`config.mk`:
```
export PLATFORM = sky130hd
export DESIGN_NAME = ant_msg_tx_arbiter
export DESIGN_NICKNAME = d
export VERILOG_FILES = /design/src/rtl/ant_pkg.sv /design/src/rtl/ant_frame_mux.sv /design/src/rtl/ant_msg_tx_arbiter.sv
export SDC_FILE = /design/constraint.sdc
export NUM_CORES = 1
export LEC_CHECK = 0
export CORE_MARGIN = 1
export CORE_UTILIZATION = 43
export CTS_CLUSTER_DIAMETER = 50
export DETAILED_ROUTE_END_ITERATION = 6
export PLACE_DENSITY = 0.83
export SYNTH_ARGS = -nofsm -noshare
export SYNTH_HDL_FRONTEND = slang
export SYNTH_SLANG_ARGS = --single-unit
export TNS_END_PERCENT = 30
```
`constraint.sdc`:
```
create_clock -name c50m -period 2.1 [get_ports c50m]
set_input_delay 0.42 -clock c50m [delete_from_list [all_inputs] [get_ports c50m]]
set_output_delay 0.42 -clock c50m [all_outputs]
set_load 0.01 [all_outputs]
```
`src/rtl/ant_pkg.sv`:
```
// Shared constants and types for the ANT+ serial transmit path.
package ant_pkg;

   localparam logic [7:0] ANT_SYNC = 8'hA4;

   localparam int unsigned ANT_MAX_PAYLOAD = 9;

   // Host-to-ANT and ANT-to-host message IDs used by this system.
   localparam logic [7:0] ANT_MSG_CHANNEL_EVENT   = 8'h40;
   localparam logic [7:0] ANT_MSG_ASSIGN_CHANNEL  = 8'h42;
   localparam logic [7:0] ANT_MSG_CHANNEL_PERIOD  = 8'h43;
   localparam logic [7:0] ANT_MSG_SEARCH_TIMEOUT  = 8'h44;
   localparam logic [7:0] ANT_MSG_RF_FREQ         = 8'h45;
   localparam logic [7:0] ANT_MSG_NETWORK_KEY     = 8'h46;
   localparam logic [7:0] ANT_MSG_RESET_SYSTEM    = 8'h4A;
   localparam logic [7:0] ANT_MSG_OPEN_CHANNEL    = 8'h4B;
   localparam logic [7:0] ANT_MSG_BROADCAST_DATA  = 8'h4E;
   localparam logic [7:0] ANT_MSG_CHANNEL_ID      = 8'h51;
   localparam logic [7:0] ANT_MSG_CAPABILITIES    = 8'h54;

   typedef enum logic [2:0] {
      StIdle,
      StLatch,
      StCtsWait,
      StStart,
      StWaitBusy,
      StWaitDone,
      StAck
   } ant_tx_state_t;

endpackage

```
`src/rtl/ant_frame_mux.sv`:
```
// Combinational byte selector for an ANT serial frame:
// SYNC, LEN, MSG_ID, payload bytes, CHECKSUM.
module ant_frame_mux
   import ant_pkg::*;
#(
   parameter int unsigned MAX_PAYLOAD = ANT_MAX_PAYLOAD
) (
   input  logic [3:0]               idx_i,
   input  logic [3:0]               last_idx_i,
   input  logic [3:0]               len_i,
   input  logic [7:0]               id_i,
   input  logic [8*MAX_PAYLOAD-1:0] data_i,
   input  logic [7:0]               csum_i,
   output logic [7:0]               byte_o
);

   // Checksum slot is tested first: for a zero-length frame it sits at index 3.
   always_comb begin
      byte_o = 8'h00;
      if (idx_i == last_idx_i) begin
         byte_o = csum_i;
      end else if (idx_i == 4'd0) begin
         byte_o = ANT_SYNC;
      end else if (idx_i == 4'd1) begin
         byte_o = {4'h0, len_i};
      end else if (idx_i == 4'd2) begin
         byte_o = id_i;
      end else begin
         for (int unsigned k = 0; k < MAX_PAYLOAD; k++) begin
            if (idx_i == 4'(k + 3)) byte_o = data_i[8*k +: 8];
         end
      end
   end

endmodule

```
`src/rtl/ant_msg_tx_arbiter.sv`:
```
// Two-port arbiter and ANT message framer feeding a byte-wide UART.
// Port A (configuration) has strict priority over port B (host).
module ant_msg_tx_arbiter
   import ant_pkg::*;
#(
   parameter int unsigned MAX_PAYLOAD  = ANT_MAX_PAYLOAD,
   parameter int unsigned BUSY_TIMEOUT = 16
) (
   input  logic                     c50m,
   input  logic                     reset,
   input  logic                     a_req,
   input  logic [7:0]               a_id,
   input  logic [3:0]               a_len,
   input  logic [8*MAX_PAYLOAD-1:0] a_data,
   output logic                     a_ack,
   input  logic                     b_req,
   input  logic [7:0]               b_id,
   input  logic [3:0]               b_len,
   input  logic [8*MAX_PAYLOAD-1:0] b_data,
   output logic                     b_ack,
   output logic                     err,
   output logic                     tx_start,
   output logic [7:0]               tx_byte,
   input  logic                     tx_busy,
   input  logic                     ant_cts,
   output logic                     busy
);

   localparam int unsigned DataW = 8 * MAX_PAYLOAD;
   localparam int unsigned CntW  = $clog2(BUSY_TIMEOUT + 1);
   localparam logic [3:0]      MaxLen  = 4'(MAX_PAYLOAD);
   localparam logic [CntW-1:0] CntLast = CntW'(BUSY_TIMEOUT - 1);

   ant_tx_state_t    state_q, state_d;
   logic             grant_b_q, grant_b_d;
   logic             err_q, err_d;
   logic [7:0]       id_q, id_d;
   logic [3:0]       len_q, len_d;
   logic [DataW-1:0] data_q, data_d;
   logic [3:0]       idx_q, idx_d;
   logic [7:0]       csum_q, csum_d;
   logic [7:0]       tx_byte_q, tx_byte_d;
   logic [CntW-1:0]  cnt_q, cnt_d;

   logic [7:0]       sel_id;
   logic [3:0]       sel_len;
   logic [DataW-1:0] sel_data;
   logic [3:0]       last_idx;
   logic [7:0]       frame_byte;

   assign sel_id   = grant_b_q ? b_id   : a_id;
   assign sel_len  = grant_b_q ? b_len  : a_len;
   assign sel_data = grant_b_q ? b_data : a_data;
   // Frame length is len + 4, so the checksum sits at len + 3.
   assign last_idx = len_q + 4'd3;

   ant_frame_mux #(
      .MAX_PAYLOAD(MAX_PAYLOAD)
   ) u_frame_mux (
      .idx_i     (idx_q),
      .last_idx_i(last_idx),
      .len_i     (len_q),
      .id_i      (id_q),
      .data_i    (data_q),
      .csum_i    (csum_q),
      .byte_o    (frame_byte)
   );

   // State and datapath registers; reset abandons any frame in flight.
   always_ff @(posedge c50m) begin
      if (reset) begin
         state_q   <= StIdle;
         grant_b_q <= 1'b0;
         err_q     <= 1'b0;
         id_q      <= 8'h00;
         len_q     <= 4'h0;
         data_q    <= '0;
         idx_q     <= 4'h0;
         csum_q    <= 8'h00;
         tx_byte_q <= 8'h00;
         cnt_q     <= '0;
      end else begin
         state_q   <= state_d;
         grant_b_q <= grant_b_d;
         err_q     <= err_d;
         id_q      <= id_d;
         len_q     <= len_d;
         data_q    <= data_d;
         idx_q     <= idx_d;
         csum_q    <= csum_d;
         tx_byte_q <= tx_byte_d;
         cnt_q     <= cnt_d;
      end
   end

   // Next-state logic: arbitrate, latch, then walk the frame one byte at a time.
   always_comb begin
      state_d   = state_q;
      grant_b_d = grant_b_q;
      err_d     = err_q;
      id_d      = id_q;
      len_d     = len_q;
      data_d    = data_q;
      idx_d     = idx_q;
      csum_d    = csum_q;
      tx_byte_d = tx_byte_q;
      cnt_d     = cnt_q;

      case (state_q)
         StIdle: begin
            err_d = 1'b0;
            if (a_req) begin
               grant_b_d = 1'b0;
               state_d   = StLatch;
            end else if (b_req) begin
               grant_b_d = 1'b1;
               state_d   = StLatch;
            end
         end
         StLatch: begin
            id_d   = sel_id;
            len_d  = sel_len;
            data_d = sel_data;
            idx_d  = 4'h0;
            csum_d = 8'h00;
            if (sel_len > MaxLen) begin
               err_d   = 1'b1;
               state_d = StAck;
            end else begin
               err_d   = 1'b0;
               state_d = StCtsWait;
            end
         end
         StCtsWait: begin
            tx_byte_d = frame_byte;
            if (!ant_cts && !tx_busy) state_d = StStart;
         end
         StStart: begin
            if (idx_q != last_idx) csum_d = csum_q ^ tx_byte_q;
            cnt_d   = '0;
            state_d = StWaitBusy;
         end
         StWaitBusy: begin
            if (tx_busy) begin
               state_d = StWaitDone;
            end else if (cnt_q == CntLast) begin
               err_d   = 1'b1;
               state_d = StAck;
            end else begin
               cnt_d = cnt_q + CntW'(1);
            end
         end
         StWaitDone: begin
            if (!tx_busy) begin
               if (idx_q == last_idx) begin
                  err_d   = 1'b0;
                  state_d = StAck;
               end else begin
                  idx_d   = idx_q + 4'd1;
                  state_d = StCtsWait;
               end
            end
         end
         StAck: begin
            state_d = StIdle;
         end
         default: begin
            state_d = StIdle;
         end
      endcase
   end

   assign tx_start = (state_q == StStart);
   assign tx_byte  = tx_byte_q;
   assign busy     = (state_q != StIdle);
   assign a_ack    = (state_q == StAck) && !grant_b_q;
   assign b_ack    = (state_q == StAck) && grant_b_q;
   assign err      = (state_q == StAck) && err_q;

endmodule

```
==> flow_summary.yaml, run 1 <==
clocking:
  clk_root_buffer_cell: "clkbuf_16"
  clock_sinks: 114
  clk_pin_slew_worst_paths_ns: 0.05
  worst_skew_pair.late_latency_ns: 0.41
  cts_buffer_depth: 2
  cts_buffers: 17
  cts_tree: "built"
  cts_max_level: 4
placement:
  place_inst: 1114
  dp_hpwl_um: 13600
  io_buffer_count: 186
  place_ws_ns: -0.0395
  place_congestion: 0.953
critical_path:
  rrSetupSlack_ns: 0.06
  r2r_end: "tx_byte[1]$_SDFFE_PP0P_"
  required_ns: 2.39
  slowest_stage: "dfxtp_4"
  path_cells: "inv_1, ha_2, buf_4, nor2b_1, o21ai_0, a21oi_1, o22ai_1, a21oi_1, o32ai_1"
  max_stage_delay_ns: 0.36
  cp-start-kind: "flop"
  critPathMostFrequentCell: "a21oi_1"
  timing.rr.start: "idx_q[1]$_SDFFE_PP0P_"
  crit_path_end_kind: "flop"
  cp_max_fo: 12
  arrival_ns: 2.33
  r2r_cells: 9
  worstSetupPathType: "flop to flop"
synth:
  synth_edf_count: 0
  synth_ff_type: "dfxtp_1"
  synth_area_um2: 6380
  avgSynthCellArea_um2: 8.27
  yosys_register_bits: 114
  netlist_instances: 771
  syn_nets: 952
  yosys.area.top_type: "dfxtp_1"
  seq_area_frac_synth_pct: 35.8
  synth_top_area_share_pct: 35.8
  yosysUniqueCellTypes: 64
  synth_area_leaders: "dfxtp_1 36%, mux2i_1 13%, a211oi_1 11%"
  yosysWarnings: 0
  synth-async-reset-ratio_pct: 0
route:
  vias: 6253
  dr.pass1.iters: 5
  post-route-drc-count: 0
  post_drt_wl_per_cell_um: 16.0
  vias_per_cell: 5.46
  drt_wl_total_um: 18400
  ant_nets: 0
  drt_iter0_drc: 492
sta:
  fmax_mhz: 491
  rsz0062_at_grt: "false"
  hold_viol_final: 0
  worst_slew_pin_slew_ns: 0.675
  drv_slew: 0
  setup_slack_ns: 0.0628
  setup_viol: 0
  relSlewSlack_pct: 55.0
  fin_crit_sh_pct: 97.0
  layout_min_cycle_time_ns: 2.04
  final.setup_skew_ns: 0.00735
  fin_setup_tns_ns: 0
floorplan:
  die_w_um: 124
  io-pin-count: 187
  core_area_um2: 14500
  die_area_um2: 15300
  fp-row-count: 44
  start_util_pct: 44.0
  die_h_um: 124
global_routing:
  grt_max_degree: 100
  grt_pass1_vias: 5754
  grt_pass1_wl_um: 28900
  gr-total-overflow: 0
  antenna_found_initial: 0
  grt_usage_pct: 24.6
power:
  p_leak_nw: 3.21
  power_density_nw_per_um2: 1120
  vdd_drop_max_mv: 0.723
finish:
  diodes: 0
  final_cells: 1145
  post-route-util_pct: 63.3
  syn2layout_area_growth_pct: 43.7
  drive_above_1_share_pct: 10.3
  nFillCells: 1209
  nets: 1130
hold_path:
  hold_end: "cnt_q[0]$_SDFFE_PP0P_"
  min_path_cells: 2
  min_path_type: "primary input to flop"
  worst_hold_startpoint: "reset"
run:
  maxCapViolCount: 0
status:
  status: "complete, no violations"
==> power by group <==
| group | total (W) | switching (W) | internal [W] |
|---|---|---|---|
| Combinational | 0.00379 | 0.00201 | 0.00179 |
| Sequential | 0.00360 | 0.000620 | 0.00298 |
| Clock | 0.00288 | 0.000953 | 0.00192 |
==> what timing repair did <==
action / 4_1_cts / 5_1_grt
setup endpoints to repair: 8 / 10
setup buffers: 0 / 0
pin swaps: 0 / 2
gates resized for setup: 7 / 19
hold buffers: 0 / 0
==> metrics by stage <==
stage / power, W / hold slack [ns] / cell area, µm²
global route: 0.0109 / 0.382 / 9160
detailed placement: 0.00738 / 0.480 / 8510
global placement: 0.00727 / 0.472 / 8510
finish: 0.0103 / 0.379 / 9160
CTS: 0.0103 / 0.365 / 9110
floorplan: 0.00604 / 0.472 / 6380
==> how the worst max path moves through the flow <==
stage	to	slack, ns	start	depth (start not counted)
3_3_place_gp	tx_byte[4]$_SDFFE_PP0P_	0.04	idx_q[0]$_SDFFE_PP0P_	8
6_report	tx_byte[1]$_SDFFE_PP0P_	0.06	idx_q[1]$_SDFFE_PP0P_	9
5_1_grt	cnt_q[3]$_SDFFE_PP0P_	0.003	cnt_q[0]$_SDFFE_PP0P_	8
3_5_place_dp	tx_byte[4]$_SDFFE_PP0P_	-0.04	idx_q[0]$_SDFFE_PP0P_	8
2_1_floorplan	tx_byte[5]$_SDFFE_PP0P_	0.1	idx_q[0]$_SDFFE_PP0P_	8
4_1_cts	tx_byte[4]$_SDFFE_PP0P_	-0.07	idx_q[0]$_SDFFE_PP0P_	8
==> sequential cells by signal, indices dropped and copies added (netlist names) <==
signal and count:
cnt_q 5, grant_b_q 1, state_q 3, data_q 72, err_q 1, tx_byte 8, idx_q 4, id_q 8
csum_q 8, len_q 4
==> layout by cell type, fill, tap and decap left out, types with 4 or more instances in the layout <==
cell / n
dfxtp_1: 108
clkbuf_1: 4
inv_1: 15
a31oi_1: 7
nand3_1: 14
nand3b_1: 5
a21oi_1: 43
clkbuf_16: 17
clkdlybuf4s50_1: 181
dfxtp_2: 4
nand2_1: 41
xnor2_1: 5
nor2b_1: 5
o21bai_1: 6
nor3_1: 7
nand2b_1: 14
o22ai_1: 8
o21ai_0: 16
nor2_1: 128
clkbuf_8: 6
or2b_1: 4
buf_4: 41
xor2_1: 11
mux2i_1: 84
a211oi_1: 93
==> critical path, delay by kind of cell (launching register included) <==
kind / cells / cell delay [ns]
AOI/OAI and AO/OA: 5 / 0.76
and+or+nand+nor: 1 / 0.16
adders and majority gates: 1 / 0.28
buffers and inverters: 2 / 0.34
DFF: 1 / 0.36
==> cells by family (layout without fill, tap and decap cells) <==
kind of cell	Yosys count	count (layout)	share of synthesized area, %
AOI/OAI and AO/OA	212	212	23.0
DFF	114	114	35.8
buffers and inverters	89	279	6.26
and+or+nand+nor	248	248	17.9
adders and majority gates	7	7	1.37
xor gates and xnor gates	17	17	2.55
muxes	84	84	13.2
==> Yosys cell counts, types with 3 or more instances <==
| cell | number |
|---|---|
| clkbuf_1 | 36 |
| a21oi_1 | 44 |
| dfxtp_1 | 114 |
| o21a_1 | 3 |
| or4_1 | 3 |
| nand2b_1 | 14 |
| xnor2_1 | 5 |
| o21bai_1 | 6 |
| inv_1 | 16 |
| nand2_1 | 41 |
| or2b_1 | 4 |
| buf_1 | 7 |
| nor3_1 | 8 |
| or3_1 | 3 |
| a211oi_1 | 93 |
| buf_2 | 24 |
| ha_1 | 7 |
| nand3_1 | 14 |
| o211ai_1 | 3 |
| nor4_1 | 3 |
| mux2i_1 | 84 |
| nor2_1 | 129 |
| xor2_1 | 11 |
| nor2b_1 | 5 |
| a31oi_1 | 8 |
| and2_1 | 3 |
| nand3b_1 | 5 |
| o21ai_0 | 17 |
| o22ai_1 | 8 |
| nand4_1 | 3 |
==> layout make-up <==
class / instances / area (µm²) / share of cell area (%)
Timing Repair Buffer: 230 / 2230 / 24.3
Clock buffer: 27 / 523 / 5.71
Sequential cell: 114 / 2290 / 25.0
Clock inverter: 4 / 70.1 / 0.765
Inverter: 18 / 67.6 / 0.737
Multi-Input combinational cell: 568 / 3750 / 40.9
Tap cell: 184 / 230 / 2.51
==> layer usage <==
metal,vias up,wire length (µm),GRT usage [%]
li1,3147,-,-
met4,0,277,7.91
met1,2833,8220,32.9
met3,24,1400,5.68
met5,-,0,0
met2,249,8460,39.2
Power figures use the tool's default switching activity.
==> inputs of run 2 (changes only) <==
CORE_MARGIN = 5   (was 1)
==> flow_summary.yaml, run 2 (synthesized netlist as in run 1, its figures left out) <==
status:
  status: "complete, no violations"
sta:
  fmax_mhz: 481
  drv_slew: 0
  whs_ns: 0.435
  worst_slew_pin_slew_ns: 0.679
  rsz0062_at_grt: "true"
  layout_min_cycle_time_ns: 2.08
  final.setup_skew_ns: 0.00708
  setup_viol: 0
  setup_slack_ns: 0.0196
  fin_crit_sh_pct: 99.1
  relSlewSlack_pct: 54.7
  hold_viol_final: 0
critical_path:
  timing.rr.start: "idx_q[0]$_SDFFE_PP0P_"
  cpLargestDelayFamily: "compound AO/OA/AOI/OAI gates"
  cp_max_fo: 6
  path_buf_inv: 2
  crit_end: "tx_byte[4]$_SDFFE_PP0P_"
  max_stage_delay_ns: 0.50
  r2r_end: "tx_byte[4]$_SDFFE_PP0P_"
  slowest_stage: "or4_1"
  path_depth: 8
  arrival_ns: 2.37
  worstSetupPathType: "flop to flop"
  path_cells: "inv_1, ha_2, inv_2, or4_1, a31oi_1, o22ai_1, o2111ai_1, a211oi_2"
  rrSetupSlack_ns: 0.02
  required_ns: 2.39
  cp-start-kind: "flop"
  crit_path_end_kind: "flop"
  r2r_cells: 8
  startpoint: "idx_q[0]$_SDFFE_PP0P_"
route:
  drt_wl_total_um: 18800
  dr.pass1.iters: 5
  post_drt_wl_per_cell_um: 16.3
  vias: 6313
  post-route-drc-count: 0
  drt_iter0_drc: 443
  vias_per_cell: 5.49
  ant_nets: 0
finish:
  final_common_cell: "clkdlybuf4s50_1"
  layout_common_cells: "181 x clkdlybuf4s50_1, 128 x nor2_1, 110 x dfxtp_1"
  nFillCells: 1249
  diodes: 0
  seq_area_um2: 2290
  syn2layout_area_growth_pct: 44.8
  top_register: "data_q"
  post-route-util_pct: 63.5
  largest_reg_flops: 72
  final_cells: 1149
  multi_input_area_um2: 3790
  nets: 1133
  drive_above_1_share_pct: 11.3
floorplan:
  fp-row-count: 44
  io-pin-count: 187
  core_area_um2: 14500
  start_util_pct: 43.9
  die_area_um2: 17400
  die_w_um: 132
  die_h_um: 132
global_routing:
  antenna_found_initial: 0
  grt_usage_pct: 20.8
  grt_pass1_wl_um: 29800
  gr-total-overflow: 0
  grt_max_degree: 107
  grt_pass1_vias: 5972
hold_path:
  min_path_cells: 2
  min_path_type: "primary input to flop"
placement:
  place_congestion: 0.959
  place_inst: 1115
  io_buffer_count: 186
  place_ws_ns: -0.125
  dp_hpwl_um: 14300
power:
  p_leak_nw: 3.22
  seqPwrFrac_pct: 34.7
  switching_share_pct: 34.5
  combinationalPowerShare_pct: 36.5
  power_density_nw_per_um2: 1120
  pwr-share-clk_pct: 28.8
  p_total_w: 0.0103
  power.internal_w: 0.00676
  power_switching_w: 0.00357
  vdd_drop_max_mv: 0.645
clocking:
  worst_skew_pair.late_latency_ns: 0.41
  clk_root_buffer_cell: "clkbuf_16"
  cts_tree: "built"
  cts_hold_buf: 0
  cts_max_level: 4
  clock_sinks: 114
  cts_buffers: 17
  cts_buffer_depth: 2
  clk_pin_slew_worst_paths_ns: 0.05
run:
  maxCapViolCount: 0
## run 2: power groups by stage
| stage | clock (W) | combinational [W] | sequential (W) |
|---|---|---|---|
| after floorplan | 0 | 0.00268 | 0.00336 |
| after global placement | 0 | 0.00368 | 0.00359 |
| after detailed placement | 0 | 0.00375 | 0.00360 |
| after CTS | 0.00301 | 0.00378 | 0.00357 |
| after global routing | 0.00312 | 0.00419 | 0.00367 |
| final | 0.00297 | 0.00377 | 0.00359 |
## run 2: metal layers
layer	up-vias	global-route usage, %	part of all wire, %
met3	35	5.50	7.4
met2	233	33.1	47
met1	2879	26.9	44
li1	3166	-	-
met4	0	8.00	1.9
met5	-	0	0
## run 2: how the worst min path moves through the flow
| stage | slack [ns] | to | from |
|---|---|---|---|
| after floorplan | 0.47 | err_q$_SDFFE_PP0P_ | err_q$_SDFFE_PP0P_ |
| after global placement | 0.47 | tx_byte[2]$_SDFFE_PP0P_ | tx_byte[2]$_SDFFE_PP0P_ |
| after detailed placement | 0.48 | tx_byte[2]$_SDFFE_PP0P_ | tx_byte[2]$_SDFFE_PP0P_ |
| after CTS | 0.42 | idx_q[0]$_SDFFE_PP0P_ | reset |
| after global routing | 0.45 | idx_q[1]$_SDFFE_PP0P_ | reset |
| final | 0.44 | idx_q[0]$_SDFFE_PP0P_ | reset |
## run 2: cell type report
class / count / area share (%)
tap: 184 / 2.49
timing repair buffer: 233 / 24.3
clock buffer: 21 / 4.88
sequential: 114 / 24.8
inverter: 18 / 0.732
multi-input combinational: 568 / 41.0
clock inverter: 11 / 1.73
## run 2: per-stage QoR
stage	setup TNS, ns	area (µm²)
3_3_place_gp	-0.168	8520
3_5_place_dp	-0.244	8520
4_1_cts	-0.0712	9150
6_report	0	9240
5_1_grt	-0.172	9240
2_1_floorplan	0	6380
## run 2: timing repair
item | in CTS | in global routing
endpoints found under the setup margin | 11 | 10
pin swaps | 1 | 3
resized for setup | 10 | 21
setup buffers | 0 | 2
## run 2: worst register-to-register path, stage by stage (launching register included)
cell       delay, ns
dfxtp_2         0.35
inv_1           0.17
ha_2            0.27
inv_2           0.08
or4_1           0.50
a31oi_1         0.21
o22ai_1         0.13
o2111ai_1       0.14
a211oi_2        0.09
==> inputs of run 3 (changes only) <==
TNS_END_PERCENT = 100   (was 30)
==> flow_summary.yaml, run 3 (synthesized netlist as in run 1, its figures left out) <==
status:
  status: "complete, no violations"
floorplan:
  core_area_um2: 14500
  fp-row-count: 44
  die_h_um: 132
  io-pin-count: 187
  start_util_pct: 43.9
  die_w_um: 132
  die_area_um2: 17400
placement:
  placed_area_um2: 8520
  place_congestion: 0.959
  dp_hpwl_um: 14300
  io_buffer_count: 186
  place_ws_ns: -0.125
global_routing:
  grt_pass1_vias: 5997
  grt_usage_pct: 20.8
  grt_max_degree: 107
  antenna_found_initial: 0
  grt_pass1_wl_um: 29800
  gr-total-overflow: 0
finish:
  design_area_um2: 9240
  top_register: "data_q"
  syn2layout_area_growth_pct: 44.9
  post-route-util_pct: 63.6
  seq_area_um2: 2290
  multi_input_area_um2: 3780
  diodes: 0
  layout_common_cells: "181 x clkdlybuf4s50_1, 128 x nor2_1, 110 x dfxtp_1"
  drive_above_1_share_pct: 11.2
  largest_reg_flops: 72
  nFillCells: 1240
  final_common_cell: "clkdlybuf4s50_1"
  nets: 1133
clocking:
  cts_buffers: 17
  cts_tree: "built"
  cts_max_level: 4
  clk_root_buffer_cell: "clkbuf_16"
  cts_buffer_depth: 2
  clock_sinks: 114
  worst_skew_pair.late_latency_ns: 0.42
  clk_pin_slew_worst_paths_ns: 0.05
power:
  p_leak_nw: 3.25
  vdd_drop_max_mv: 0.647
  power_density_nw_per_um2: 1120
route:
  post_drt_wl_per_cell_um: 16.4
  ant_nets: 0
  vias_per_cell: 5.50
  drt_iter0_drc: 502
  vias: 6316
  dr.pass1.iters: 5
  post-route-drc-count: 0
  drt_wl_total_um: 18800
critical_path:
  cp-start-kind: "flop"
  required_ns: 2.40
  cp_max_fo: 19
  worstSetupPathType: "flop to flop"
  arrival_ns: 2.33
  crit_path_end_kind: "flop"
sta:
  layout_min_cycle_time_ns: 2.03
  hold_viol_final: 0
  fmax_mhz: 492
  fin_crit_sh_pct: 96.7
  setup_viol: 0
  final.setup_skew_ns: 0.00685
  drv_slew: 0
  worst_slew_pin_slew_ns: 0.686
  relSlewSlack_pct: 54.3
  setup_slack_ns: 0.0683
hold_path:
  min_path_type: "primary input to flop"
run:
  maxCapViolCount: 0
run 3: cell count changes in the layout (fill, tap and decap cells not counted), moves of 2 or more:
cell and change:
dlymetal6s2s_1 +2, dlygate4sd2_1 -2, dfxtp_4 +2, dfxtp_2 -2
run 3: layout make-up:
type                       instances  share of cell area (%)
clock buffer                      21                    4.88
clock inverter                    11                    1.73
inverter                          18                   0.731
multi-input combinational        568                    40.9
sequential                       114                    24.8
tap                              184                    2.49
timing repair buffer             233                    24.4
run 3: critical path, stage by stage (launching register included):
cell and delay, ns:
dfxtp_1 0.51, buf_4 0.31, nor3b_2 0.08, buf_4 0.15, o2bb2ai_1 0.14, a21oi_1 0.17
o22ai_1 0.12, a211oi_1 0.35, o21ai_1 0.09
run 3: path summary, 6_finish.rpt:
path / endpoint / depth (start not counted) / slack [ns] / start
max: tx_byte[2]$_SDFFE_PP0P_ / 8 / 0.07 / idx_q[3]$_SDFFE_PP0P_
min: idx_q[0]$_SDFFE_PP0P_ / 2 / 0.44 / reset
max reg2reg: tx_byte[2]$_SDFFE_PP0P_ / 8 / 0.07 / idx_q[3]$_SDFFE_PP0P_
min reg2reg: tx_byte[2]$_SDFFE_PP0P_ / 2 / 0.49 / tx_byte[2]$_SDFFE_PP0P_
run 3: per-stage QoR:
step	hold slack [ns]	std cells	power, W	setup TNS, ns
after CTS	0.418	1149	0.0104	-0.143
final	0.438	1149	0.0104	0
after floorplan	0.472	771	0.00604	0
after global placement	0.472	1115	0.00727	-0.168
after detailed placement	0.480	1115	0.00735	-0.244
after global routing	0.451	1149	0.0110	-0.00250
run 3: where the power goes:
group / internal [W] / switching (W)
clock network: 0.00200 / 0.000976
logic: 0.00180 / 0.00199
registers: 0.00298 / 0.000604
run 3: what timing repair did:
action / in CTS / in global routing
hold buffers: 0 / 0
setup endpoints to repair: 11 / 12
resized for setup: 9 / 22
pin swaps: 2 / 3
hold endpoints to repair: 0 / 0
setup buffers: 2 / 0
run 3: per-layer routing:
metal / vias to the layer above / routed length (µm) / global-route usage (%) / share of wire, %
met3: 37 / 1420 / 5.50 / 7.5
li1: 3163 / - / - / -
met1: 2870 / 8200 / 26.9 / 44
met2: 246 / 8810 / 33.0 / 47
met5: - / 0 / 0 / 0
met4: 0 / 403 / 8.51 / 2.1
